===== src/rtl/press_ack_counter.sv =====
// press_ack_counter: consumes level-held button presses once each, acknowledges them and counts them
module press_ack_counter #(
    parameter int WIDTH       = 4,
    parameter int MAX_COUNT   = 9,
    parameter int WRAP        = 1,
    parameter int ACK_TIMEOUT = 8
) (
    input  logic             clock,
    input  logic             reset,
    input  logic             wasPressed,
    input  logic             enable,
    input  logic             countUp,
    input  logic             clear,
    input  logic             clearFault,
    output logic             ackPress,
    output logic [WIDTH-1:0] count,
    output logic             countPulse,
    output logic             fault
);
    localparam logic [1:0] IDLE  = 2'd0;
    localparam logic [1:0] ACK   = 2'd1;
    localparam logic [1:0] FAULT = 2'd2;
    localparam int TW = $clog2(ACK_TIMEOUT + 1);
    localparam logic [WIDTH-1:0] MAX = WIDTH'(MAX_COUNT);
    localparam logic [TW-1:0] TMO = TW'(ACK_TIMEOUT);
    logic [1:0] state, state_n;
    logic [TW-1:0] tmo, tmo_n;
    logic [WIDTH-1:0] step, count_n;
    logic consume, expired;
    // next-state, count step and timeout bookkeeping; ack and fault are decoded from the next state
    always_comb begin
        consume = state == IDLE && wasPressed && enable;
        expired = state == ACK && wasPressed && tmo + TW'(1) == TMO;
        step = countUp ? (count == MAX ? (WRAP != 0 ? '0 : MAX) : count + WIDTH'(1))
                       : (count == '0 ? (WRAP != 0 ? MAX : '0) : count - WIDTH'(1));
        count_n = clear ? '0 : consume ? step : count;
        state_n = consume ? ACK
                : state == ACK ? (!wasPressed ? IDLE : expired ? FAULT : ACK)
                : state == FAULT && !clearFault ? FAULT : IDLE;
        tmo_n = state == ACK && state_n == ACK ? tmo + TW'(1) : '0;
    end
    // register all state and outputs so nothing reaches the ports combinationally
    always_ff @(posedge clock or negedge reset) begin
        if (!reset) begin
            state      <= IDLE;
            tmo        <= '0;
            count      <= '0;
            ackPress   <= 1'b0;
            countPulse <= 1'b0;
            fault      <= 1'b0;
        end else begin
            state      <= state_n;
            tmo        <= tmo_n;
            count      <= count_n;
            ackPress   <= state_n == ACK;
            countPulse <= consume;
            fault      <= state_n == FAULT;
        end
    end
endmodule


===== config.mk =====
export PLATFORM = sky130hd
export DESIGN_NAME = press_ack_counter
export DESIGN_NICKNAME = d
export VERILOG_FILES = /design/src/rtl/press_ack_counter.sv
export SDC_FILE = /design/constraint.sdc
export NUM_CORES = 1
export LEC_CHECK = 0
export ABC_AREA = 0
export BUFFER_PORTS_ARGS = -buffer_cell sky130_fd_sc_hd__buf_2
export CAP_MARGIN = 10
export CORE_MARGIN = 4
export CORE_UTILIZATION = 55
export DETAILED_ROUTE_END_ITERATION = 8
export PLACE_DENSITY = 0.79
export SKIP_LAST_GASP = 1
export SYNTH_ARGS = -nofsm -noshare
export SYNTH_HDL_FRONTEND = slang
export SYNTH_SLANG_ARGS = --single-unit

===== constraint.sdc =====
create_clock -name clock -period 4.3 [get_ports clock]
set_input_delay 0.645 -clock clock [delete_from_list [all_inputs] [get_ports clock]]
set_output_delay 0.645 -clock clock [all_outputs]
set_load 0.1 [all_outputs]

# == Word-level counts from Yosys, hierarchy flattened ==
# Cells that the tools add are included.
# classes
n_addsub,3
n_eq_ne,6
n_mux,11
reduce_logical,10
# op_table
operator,n
4-bit two-way mux,6
2-bit two-way mux,5
"4-bit by 1-bit adder with 4-bit output, second input constant",2
"4-bit equality test, second input constant",2
1-bit logical AND,6
"2-bit by 1-bit equality test with 1-bit output, second input constant",2
"2-bit equality test, second input constant",2
4-bit logical NOT,1
"4-bit by 1-bit subtractor with 4-bit output, second input constant",1
2-bit logical NOT,1
2-bit nonzero test,1
1-bit logical NOT,1
# word_totals
regBits,13
input_bits,7
output_inout_bits,7
elab_cells,36

# == Longest topological paths before layout ==
# depth
ltp_word,10
ltp_mapped,6
depth_no_buf,6

# == Worst setup path before layout ==
# Ideal clock, no wire load.
# synth_timing
path_kind,register -> register
start,register count[0]
end,register count[1]
arrival_ns,2.160
setup_slack_ns,2.066
stages_incl_launch_ff,6
synth_period_minus_slack_ns,2.234
path_cell_list,dfrtp_1 > inv_1 > ha_1 > a211o_1 > a221o_1 > a21oi_2
# synth_between
elab_chain_len,5
word_cells_on_any_way,9
classes_between,2 x add/sub; 1 x eq/ne; 5 x mux; 1 x reduce/logical
# synth_lines
element,line,source
start: declaration,16,"output logic [WIDTH-1:0] count,"
start signal: assignment,54,count <= count_n;
4-bit by 1-bit subtractor with 4-bit output (tied with other cells),35,: (count == '0 ? (WRAP != 0 ? MAX : '0) : count - WIDTH'(1));
"4-bit two-way mux, on equally long branches","35, 34",
4-bit two-way mux (*),34,step = countUp ? (count == MAX ? (WRAP != 0 ? '0 : MAX) : count + WIDTH'(1))
4-bit two-way mux (*) (2 in series),36,count_n = clear ? '0 : consume ? step : count;
# Every way passes the cells marked *; elsewhere a longest branch is shown, timed or not. The select of a mux whose other input is x is not followed.
# A chain may end at the register's enable or synchronous reset.

# == Worst setup path in the final report ==
# layout_timing
start,register count[0]
end,output count[0]
# No word-level cell between the ends.

==> flow_metrics.py <==
metrics = {
    "synthesis": {
        "synth_top_family_by_area": "compound AO/OA/AOI/OAI gates",
        "synthXorXnorAreaFrac_pct": 1.153,
        "synth_top_area_cell": "dfrtp_1",
        "synth_warnings": 0,
        "yosys_register_bits": 13,
        "synth_nets": 88,
        "synth_cells": 76,
        "syn_area_sq_um": 759.5,
        "synthArstFlopShare_pct": 100.0,
        "yosys-top-cells-area": "dfrtp_1 (43%), ha_1 (8.2%), a21oi_1 (4.6%)",
        "synth_edf_count": 0,
        "synthMuxAreaShare_pct": 1.318,
        "yosysSeqAreaShare_pct": 42.83,
        "yosys.area_share.adder_pct": 8.237,
        "synth-simple-area-share_pct": 18.29,
        "synth_compound_area_share_pct": 23.72,
        "yosys.cell_types.count": 32,
        "synth.top_cell.area_share_pct": 42.83,
        "ys.flop_type": "dfrtp_1",
        "syn_area_per_cell_sq_um": 9.993,
    },
    "power_and_ir_drop": {
        "p_leak_nw": 0.4049,
        "vdd_ir_drop_max_mv": 0.2012,
        "power_density_nw_per_um2": 331.0,
    },
    "placement": {
        "place.gp.congestion": 0.8698,
        "port_buffers": 13,
        "post-place-ws_ns": 2.526,
        "dpl.hpwl_mm": 1.030,
        "place_area_sq_um": 828.3,
    },
    "die": {
        "start_util_pct": 58.37,
        "die-width_um": 45.16,
        "rows": 13,
        "die_area_sq_um": 2039,
        "boundaryPins": 14,
        "core-area_sq_um": 1301,
        "die_y_um": 45.16,
    },
    "sta": {
        "relSlewSlack_pct": 67.27,
        "rsz0062_at_grt": "no",
        "maxSlewViolCount": 0,
        "tightestPinTransition_ns": 0.4944,
        "fin_worst_skew_ns": 0.001315,
        "setup_viol": 0,
        "finalWorstSetupSlack_ns": 2.385,
        "post-route-period-util_pct": 44.54,
        "min_period_ns": 1.915,
        "clock.fmax_mhz": 522.1,
        "hold_viol": 0,
        "setup_tns_ns": 0,
    },
    "routing": {
        "postRouteAntennaNets": 0,
        "routedWlPerCell_um": 13.30,
        "drcViolationCount": 0,
        "drt_iter0_markers": 15,
        "wl_mm": 1.410,
        "via_per_inst": 6.019,
        "firstDrtPassIters": 4,
        "vias": 638,
    },
    "critical_path": {
        "critPathTopFamily": "flip-flops",
        "path_cells": "buf_2",
        "path_buf_inv": 1,
        "cp.required_ns": 3.65,
        "startpoint": "count[0]$_DFFE_PN0P_",
        "critPathCaptureType": "output port",
        "reg2reg_from": "count[0]$_DFFE_PN0P_",
        "r2r_slack_ns": 2.53,
        "critPathMaxFanout": 10,
        "start_kind": "flop",
        "path_class": "flop to output port",
        "cpMaxStageDelayCell": "dfrtp_1",
        "critPathArrivalTime_ns": 1.27,
        "cp_slowest_stage_delay_ns": 0.51,
    },
    "grt": {
        "antenna_found_initial": 0,
        "grt_pass1_wl_mm": 2.456,
        "grt.total_usage_pct": 16.85,
        "grt_max_degree": 14,
        "grt_overflow": 0,
        "grt_pass1_vias": 567,
    },
    "clock_network": {
        "cts_tree": "done",
        "clock_sinks": 13,
        "ctsHoldBuffers": 0,
        "path_clk_slew_ns": 0.08,
        "cts-root-buf": "clkbuf_4",
        "insertion_delay_ns": 0.27,
        "h-tree-depth": 1,
        "cts_setup_buffers": 0,
        "cts-buffers-inserted": 3,
        "cts_buffer_depth": 2,
        "cts_resized": 0,
    },
    "layout": {
        "area_growth_pct": 12.52,
        "antenna_cells": 0,
        "layout_common_cells": "dfrtp_1 (13), buf_2 (13), a21oi_1 (7)",
        "fin_area_sq_um": 854.6,
        "layout-drive-gt1-share_pct": 23.08,
        "nNetsFinal": 104,
    },
    "status": {
        "outcome": "finished, final reports clean",
    },
    "min_path": {
        "hold_path_class": "input pin to async pin",
    },
    "flow_run": {
        "cap_violations": 0,
    },
}
==> cells by family (layout without fill, tap and decap cells) <==
logic type | count (synthesis) | in the layout
flops | 13 | 13
compound gates | 25 | 25
mux | 1 | 1
buf+inv | 7 | 22
simple gates | 24 | 24
fa+ha+maj | 5 | 5
xor+xnor | 1 | 1
==> area by class of cell <==
class / instances / area (sq um)
clock buffer: 4 / 26.28
inverter: 5 / 18.77
fill: 113 / 446.7
tap: 15 / 18.77
sequential: 13 / 325.3
multi-input combinational: 56 / 400.4
timing repair buffer: 13 / 65.06
==> synth_stat cells, types with 2 or more instances <==
| master | number |
|---|---|
| a311oi_1 | 2 |
| o21ai_0 | 4 |
| a21oi_1 | 7 |
| ha_1 | 5 |
| nor3b_1 | 2 |
| dfrtp_1 | 13 |
| a22o_1 | 2 |
| or3_1 | 2 |
| nand3b_1 | 3 |
| nor2_1 | 6 |
| inv_1 | 5 |
| nand2_1 | 5 |
==> routing by layer <==
metal | global-route usage [%] | share of wire, %
met1 | 22.00 | 44
met2 | 25.99 | 48
met3 | 2.390 | 6.9
met4 | 10.53 | 0.85
met5 | 0 | 0
==> through the flow <==
stage          util [%]  power [mW]  hold WS [ns]  std cells
4_1_cts           65.67      0.2866        0.2414        106
2_1_floorplan         -      0.1935        0.3494         76
5_1_grt           65.67      0.2972        0.2458        106
3_3_place_gp      63.65      0.2076        0.5215        102
6_report          65.67      0.2829        0.2380        106
3_5_place_dp      63.65      0.2090        0.5250        102
==> state kept, by name (all words and copies together), names as in the netlist <==
| signal | flops |
|---|---|
| ackPress | 1 |
| count | 4 |
| countPulse | 1 |
| fault | 1 |
| state | 2 |
| tmo | 4 |
==> report_power, final <==
| group | switching, mW | internal, mW |
|---|---|---|
| registers | 0.00789 | 0.128 |
| logic | 0.0521 | 0.0185 |
| clock network | 0.0405 | 0.0359 |
==> worst paths after layout <==
path / endpoint / depth (start not counted)
max: count[0] / 1
min: tmo[3]$_DFF_PN0_ / 1
max reg2reg: count[1]$_DFFE_PN0P_ / 6
min reg2reg: fault$_DFF_PN0_ / 1
max in group asynchronous: tmo[1]$_DFF_PN0_ / 1
min in group clock: fault$_DFF_PN0_ / 1
Power figures use the tool's default switching activity.
